==> src/rtl/cl_cc_trigger_sequencer.sv <==
// Camera Link CC line driver: CC[0] carries a delayed, programmable exposure pulse train
// (burst or continuous); CC[3:1] carry static levels. Single clock domain (CL_clk).
module cl_cc_trigger_sequencer #(
    parameter int CNT_WIDTH = 24,
    parameter int NUM_WIDTH = 16
) (
    input  logic                 CL_clk,
    input  logic                 CL_CC_aresetn,
    input  logic                 cfg_enable,
    input  logic                 cfg_mode,
    input  logic [CNT_WIDTH-1:0] cfg_delay,
    input  logic [CNT_WIDTH-1:0] cfg_width,
    input  logic [CNT_WIDTH-1:0] cfg_period,
    input  logic [NUM_WIDTH-1:0] cfg_count,
    input  logic                 cfg_polarity,
    input  logic [2:0]           cfg_cc_static,
    input  logic                 start,
    input  logic                 abort,
    output logic [3:0]           CL_CC,
    output logic                 busy,
    output logic                 done,
    output logic [NUM_WIDTH-1:0] pulse_cnt
);

    typedef enum logic [1:0] {IDLE, DELAY, HIGH, LOW} state_t;

    localparam logic [CNT_WIDTH-1:0] CNT_ONE = CNT_WIDTH'(1);
    localparam logic [NUM_WIDTH-1:0] NUM_ONE = NUM_WIDTH'(1);

    state_t               state_q, state_d;
    logic [CNT_WIDTH-1:0] cnt_q, cnt_d;
    logic [CNT_WIDTH-1:0] delay_q, width_q, low_q;
    logic [NUM_WIDTH-1:0] count_q;
    logic                 mode_q;
    logic [NUM_WIDTH-1:0] pulse_cnt_q, pulse_cnt_d;
    logic                 done_q, done_d;
    logic                 latch;
    logic [3:0]           cc_q;

    // Zero width/count are promoted to 1; LOW time is clamped so the period is at least W+1.
    logic [CNT_WIDTH-1:0] width_eff, low_eff;
    logic [NUM_WIDTH-1:0] count_eff;

    assign width_eff = (cfg_width == '0) ? CNT_ONE : cfg_width;
    assign low_eff   = (cfg_period > width_eff) ? (cfg_period - width_eff) : CNT_ONE;
    assign count_eff = (cfg_count == '0) ? NUM_ONE : cfg_count;

    // NOTE: every signal driven here gets a default before the case so no latch is inferred.
    always_comb begin
        state_d     = state_q;
        cnt_d       = cnt_q + CNT_ONE;
        pulse_cnt_d = pulse_cnt_q;
        done_d      = 1'b0;
        latch       = 1'b0;

        unique case (state_q)
            IDLE: begin
                cnt_d = '0;
                if (start && cfg_enable && !abort) begin
                    latch       = 1'b1;
                    pulse_cnt_d = '0;
                    if (cfg_delay != '0) begin
                        state_d = DELAY;
                    end else begin
                        state_d     = HIGH;
                        pulse_cnt_d = NUM_ONE;
                    end
                end
            end
            DELAY: begin
                if (cnt_q == delay_q - CNT_ONE) begin
                    state_d     = HIGH;
                    cnt_d       = '0;
                    pulse_cnt_d = pulse_cnt_q + NUM_ONE;
                end
            end
            HIGH: begin
                if (cnt_q == width_q - CNT_ONE) begin
                    state_d = LOW;
                    cnt_d   = '0;
                end
            end
            LOW: begin
                if (cnt_q == low_q - CNT_ONE) begin
                    cnt_d = '0;
                    if (mode_q || (pulse_cnt_q < count_q)) begin
                        state_d     = HIGH;
                        pulse_cnt_d = pulse_cnt_q + NUM_ONE;
                    end else begin
                        state_d = IDLE;
                        done_d  = 1'b1;
                    end
                end
            end
            default: state_d = IDLE;
        endcase

        // Abort (strobe or enable drop) overrides any transition and suppresses done.
        if ((state_q != IDLE) && (abort || !cfg_enable)) begin
            state_d     = IDLE;
            cnt_d       = '0;
            pulse_cnt_d = pulse_cnt_q;
            done_d      = 1'b0;
        end
    end

    // NOTE: sequential state uses non-blocking assignments so all flops update together.
    always_ff @(posedge CL_clk or negedge CL_CC_aresetn) begin
        if (!CL_CC_aresetn) begin
            state_q     <= IDLE;
            cnt_q       <= '0;
            pulse_cnt_q <= '0;
            done_q      <= 1'b0;
            cc_q        <= '0;
            delay_q     <= '0;
            width_q     <= '0;
            low_q       <= '0;
            count_q     <= '0;
            mode_q      <= 1'b0;
        end else begin
            state_q     <= state_d;
            cnt_q       <= cnt_d;
            pulse_cnt_q <= pulse_cnt_d;
            done_q      <= done_d;
            cc_q        <= {cfg_cc_static, (state_q == HIGH) ^ cfg_polarity};
            if (latch) begin
                delay_q <= cfg_delay;
                width_q <= width_eff;
                low_q   <= low_eff;
                count_q <= count_eff;
                mode_q  <= cfg_mode;
            end
        end
    end

    assign CL_CC     = cc_q;
    assign busy      = (state_q != IDLE);
    assign done      = done_q;
    assign pulse_cnt = pulse_cnt_q;

endmodule

==> config.mk <==
export PLATFORM = sky130hd
export DESIGN_NAME = cl_cc_trigger_sequencer
export DESIGN_NICKNAME = d
export VERILOG_FILES = /design/src/rtl/cl_cc_trigger_sequencer.sv
export SDC_FILE = /design/constraint.sdc
export NUM_CORES = 1
export LEC_CHECK = 0
export BUFFER_PORTS_ARGS = -buffer_cell sky130_fd_sc_hd__buf_2
export CORE_MARGIN = 2
export CORE_UTILIZATION = 30
export DETAILED_ROUTE_END_ITERATION = 7
export GPL_ROUTABILITY_DRIVEN = 0
export PLACE_DENSITY = 0.56
export RECOVER_POWER = 100
export SLEW_MARGIN = 10
export SYNTH_ARGS = -nofsm -noshare
export SYNTH_HDL_FRONTEND = slang
export SYNTH_SLANG_ARGS = --single-unit
==> constraint.sdc <==
create_clock -name CL_clk -period 6.1 [get_ports CL_clk]
set_input_delay 0.61 -clock CL_clk [delete_from_list [all_inputs] [get_ports CL_clk]]
set_output_delay 0.61 -clock CL_clk [all_outputs]
set_load 0.02 [all_outputs]
Word-level counts from Yosys, hierarchy flattened
Index checks and enable logic that the tools add are counted.
W data, S select, Z words.
{ "word_totals": {"elab_cells": 77, "reg_bits": 136, "out_inout_bits": 22, "in_bits": 98} }
{ "classes": {"n_reduce_logical": 15, "muxes": 28, "eq_ne": 14, "n_addsub": 6, "order_cmp": 2, "bitwise_logic": 2} }
{ "ops": {"columns": ["operator", "n"], "rows": [
  ["$mux W24", 6],
  ["$pmux W24 S4", 1],
  ["$mux W16", 5],
  ["$eq A24 B24 Y1", 3],
  ["$sub A24 B1 Y24 const B", 3],
  ["$pmux W16 S3", 1],
  ["$add A24 B1 Y24 const B", 1],
  ["$gt A24 B24 Y1", 1],
  ["$logic_not A24 Y1", 1],
  ["$reduce_bool A24 Y1", 1],
  ["$sub A24 B24 Y24", 1],
  ["$add A16 B1 Y16 const B", 1],
  ["$logic_not A16 Y1", 1],
  ["$lt A16 B16 Y1", 1],
  ["$mux W2", 7],
  ["$ne A3 B3 Y1 const B", 4],
  ["$ne A2 B2 Y1 const B", 4],
  ["$pmux W2 S4", 1],
  ["$mux W1", 7],
  ["$reduce_and A6 Y1", 1],
  ["$eq A2 B2 Y1 const B", 2],
  ["$reduce_and A4 Y1", 1],
  ["$logic_and A1 B1 Y1", 3],
  ["$reduce_bool A3 Y1", 1],
  ["7 further kinds", 9]
]} }

Depth between registers and ports, before layout
{ "logic_depth": {"depth_word": 6, "depth_mapped": 17, "ltp_nobuf": 15} }

Worst setup path after synthesis
Ideal clock, no wire load.
{ "synth_timing": {"kind": "input-to-reg", "startpoint": "input cfg_width[18]", "endpoint": "register low_q[10]", "path_buffers": 2, "arrival_ns": 3.580, "required_ns": 5.979, "setup_slack_ns": 2.399, "stages": 17, "setup_ns": 0.121, "cell_sequence": "nor4_1 > nand4_1 > o21bai_1 > ha_1 > inv_1 > fa_1 > a21o_1 > nand3_1 > a31oi_1 > a211o_1 > a211oi_1 > or3_1 > o21ai_0 > and3_1 > clkbuf_1 > clkbuf_1 > a22o_1"} }
{ "synth_via": {"elab_chain_cells": 4, "word_cells_on_any_way": 5, "cone_classes": "add/sub: 1; order compare: 1; mux: 2; reduce/logical: 1"} }
{ "synth_rtl": {"columns": ["item", "line", "source"], "rows": [
  ["from (decl)", "12", "input logic [CNT_WIDTH-1:0] cfg_width,"],
  ["$logic_not A24 Y1 (*)", "44", "assign width_eff = (cfg_width == '0) ? CNT_ONE : cfg_width;"],
  ["$mux W24 (*)", "44", null],
  ["named net width_eff[0]", "41", "logic [CNT_WIDTH-1:0] width_eff, low_eff;"],
  ["$sub A24 B24 Y24 or $gt A24 B24 Y1 (tied branches)", "45", "assign low_eff = (cfg_period > width_eff) ? (cfg_period - width_eff) : CNT_ONE;"],
  ["$mux W24 (*)", "45", null],
  ["to (signal assigned)", "129", "low_q <= low_eff;"],
  ["to (decl)", "32", "logic [CNT_WIDTH-1:0] delay_q, width_q, low_q;"]
]} }
Mark *: on every way through the listed nets, which the timed path passes. The rest lies on a longest branch.
A chain may end at the register's enable or synchronous reset.

Worst setup path after layout
{ "layout_timing": {"startpoint": "register low_q[0]", "endpoint": "register pulse_cnt_q[11] (netlist: pulse_cnt[11])"} }
{ "layout_via": {"elab_chain_cells": 4} }
{ "layout_rtl": {"columns": ["item", "line", "source"], "rows": [
  ["$sub A24 B1 Y24", "84", "if (cnt_q == low_q - CNT_ONE) begin"],
  ["$eq A24 B24 Y1", "84", null],
  ["$ne A2 B2 Y1 (no line)", null, null],
  ["$reduce_and A6 Y1 (no line)", null, null],
  ["to (signal assigned)", "123", "pulse_cnt_q <= pulse_cnt_d;"],
  ["to (decl)", "35", "logic [NUM_WIDTH-1:0] pulse_cnt_q, pulse_cnt_d;"]
]} }
No other way between the ends.

==> reports/metrics.csv <==
metric,value,unit
outcome,"finished, violations left",
violations,"max-capacitance violations, max-slew violations",
vias_per_cell,5.09,
synth-main-ff-cell,dfrtp_1,
num_antenna_cells,0,
cts-htree-levels,4,
async_reset_ff_share,100,%
yosysSeqAreaShare,33.8,%
initial_core_util,30.3,%
first_iter_violations,529,
row_count,67,
drv_cap,4,
insertion_delay,0.42,ns
wire_per_inst,16.2,um
criticalPathCategory,flop to flop,
layout.nets,1404,
min_period_over_period,79.5,%
dp_hpwl,21400,um
syn_to_final_growth,14.2,%
dr_total_vias,8758,
core-area,33300,um^2
fin_setup_tns,0,ns
fmax,206,MHz
p_int,2.10,mW
finalHoldViolCount,0,
critPathCaptureType,flop,
grt_start_max_net_pins,121,
yosysWarnings,0,
powerDensity,274,nW/um^2
postCtsSetupBuffers,0,
antenna_found_initial,1,
synth-seq-cells,136,
finalSetupViolations,0,
slew_violations,253,
grt-ovfl-total,0,
startpoint_type,flop,
syn_inst,1192,
cts_tree,yes,
slew_headroom,-158,%
cts_inserted_buffers,17,
firstDrtPassIters,5,
critPathMaxFanout,17,
worstMarginPinSlew,3.88,ns
min_period,4.85,ns
first_global_vias,8292,
grt_use_total,15.9,%
netlist_area,10100,um^2
syn_nets,1335,
ant_nets,0,
routed_wl,27900,um
fp.dieH,187,um
drive_gt1_share,12.0,%
postCtsResizedCells,0,
fillers,3505,
synth_cell_types,74,
drc,0,
finalCoreUtilization,34.6,%
switchingPower,1.05,mW
synth_area_per_cell,8.46,um^2
total_leakage_power,5.05,nW
clkTransAtPathRegs,0.06,ns
ios,120,
max-vdd-ir-drop,0.140,mV
cts-root-buf,clkbuf_16,
cts.sinks,136,
grt_pass1_wl,44700,um
cp_data_required_time,6.44,ns
seqPwrFrac,38.1,%
hold_buffers,0,
die_w,187,um
pwr-share-comb,26.0,%
die_area,35100,um^2
fin_worst_skew,0.0127,ns
switching_share,33.3,%
io_buffer_count,119,
synth_edf_count,0,
rsz0062_at_grt,false,
arrival,5.19,ns
hp-class,primary input to flop,
clkPwrFrac,35.9,%
clock_path_buffers,2,
stage by stage:
stage	worst slack (ns)	power [mW]	cell area [um^2]	cells	hold WS (ns)
finish	1.25	3.15	11500	1722	0.291
detailed placement	1.76	2.04	11000	1690	0.463
global route	0.914	3.34	11500	1722	0.273
global placement	1.82	2.03	11000	1690	0.458
CTS	2.09	3.18	11600	1722	0.211
floorplan	2.40	1.80	10100	1192	0.314
critical path, stage by stage (launching register included):
cell and delay, ns:
dfrtp_1 0.43, inv_1 0.14, ha_1 0.31, or3b_2 0.46, nor4_1 0.40, mux2_1 0.38, mux2i_1 0.14, o211ai_1 0.10
a2111oi_0 1.16, nand3_4 0.37, a2111oi_0 0.65, mux2i_1 0.24
worst paths after layout:
path / slack [ns] / end / start / cells after the start
max: 1.25 / pulse_cnt[11] / low_q[0] / 11
min: 0.29 / CL_CC[2] / cfg_cc_static[1] / 1
max reg2reg: 1.25 / pulse_cnt[11] / low_q[0] / 11
min reg2reg: 0.48 / count_q[0] / count_q[0] / 2
max in group asynchronous: 2.08 / low_q[0] / CL_CC_aresetn / 2
min in group asynchronous: 1.53 / count_q[1] / CL_CC_aresetn / 1
power by group through the flow:
stage | logic, mW | registers [mW] | clock network (mW)
2_1_floorplan | 0.663 | 1.13 | 0
3_3_place_gp | 0.818 | 1.21 | 0
3_5_place_dp | 0.831 | 1.21 | 0
4_1_cts | 0.835 | 1.20 | 1.15
5_1_grt | 0.924 | 1.22 | 1.19
6_report | 0.821 | 1.20 | 1.13
final cells by class:
type	count	area, um^2	share of cell area [%]
clock inverter	13	190	1.65
clock buffer	19	453	3.93
timing repair buffer	123	591	5.13
multi-input combinational	918	6080	52.8
inverter	65	244	2.12
sequential	136	3400	29.5
tap	448	561	4.87
cell families after synthesis:
group | Yosys count | synth area share [%]
AO/OA/AOI/OAI | 239 | 16.9
adder cells (fa/ha/maj) | 45 | 5.66
buffers and inverters | 138 | 5.34
AND/OR/NAND/NOR | 472 | 23.8
multiplexers | 30 | 3.03
flip-flops | 136 | 33.8
XOR/XNOR | 132 | 11.5
cell usage after synthesis, types with 18 or more instances:
library cell | number | share of area, %
nand2_1 | 173 | 6.4
dfrtp_1 | 136 | 34
xnor2_1 | 79 | 6.9
o21ai_0 | 67 | 3.3
inv_1 | 65 | 2.4
clkbuf_1 | 56 | 2.1
nor3_1 | 56 | 2.8
xor2_1 | 53 | 4.6
ha_1 | 44 | 5.5
a21oi_1 | 42 | 2.1
nor2_1 | 42 | 1.6
nor4_1 | 30 | 1.9
nand3_1 | 29 | 1.4
nand2b_1 | 27 | 1.7
mux2i_1 | 26 | 2.6
nand4_1 | 24 | 1.5
a22o_1 | 22 | 1.9
nor2b_1 | 18 | 1.1
sequential cells by signal, summed over array words and instances, names as in the netlist:
| name | flops |
|---|---|
| cnt_q | 24 |
| delay_q | 24 |
| low_q | 24 |
| width_q | 24 |
| count_q | 16 |
| pulse_cnt | 16 |
| CL_CC | 4 |
| state_q | 2 |
| done | 1 |
| mode_q | 1 |
cells in the final DEF, fill, tap and decap left out, types with 44 or more instances in the layout:
cell type and count:
nand2_1 173, dfrtp_1 136, buf_2 96, xnor2_1 79, o21ai_0 67, inv_1 65
nor3_1 56, xor2_1 53, ha_1 44
layer usage:
metal  track usage (%)  part of all wire, %
met1              23.2                   52
met4              4.30                  1.4
met5                 0                    0
met2              24.2                   43
met3              2.46                  3.7
No activity file was read; power rests on OpenSTA's default activity.
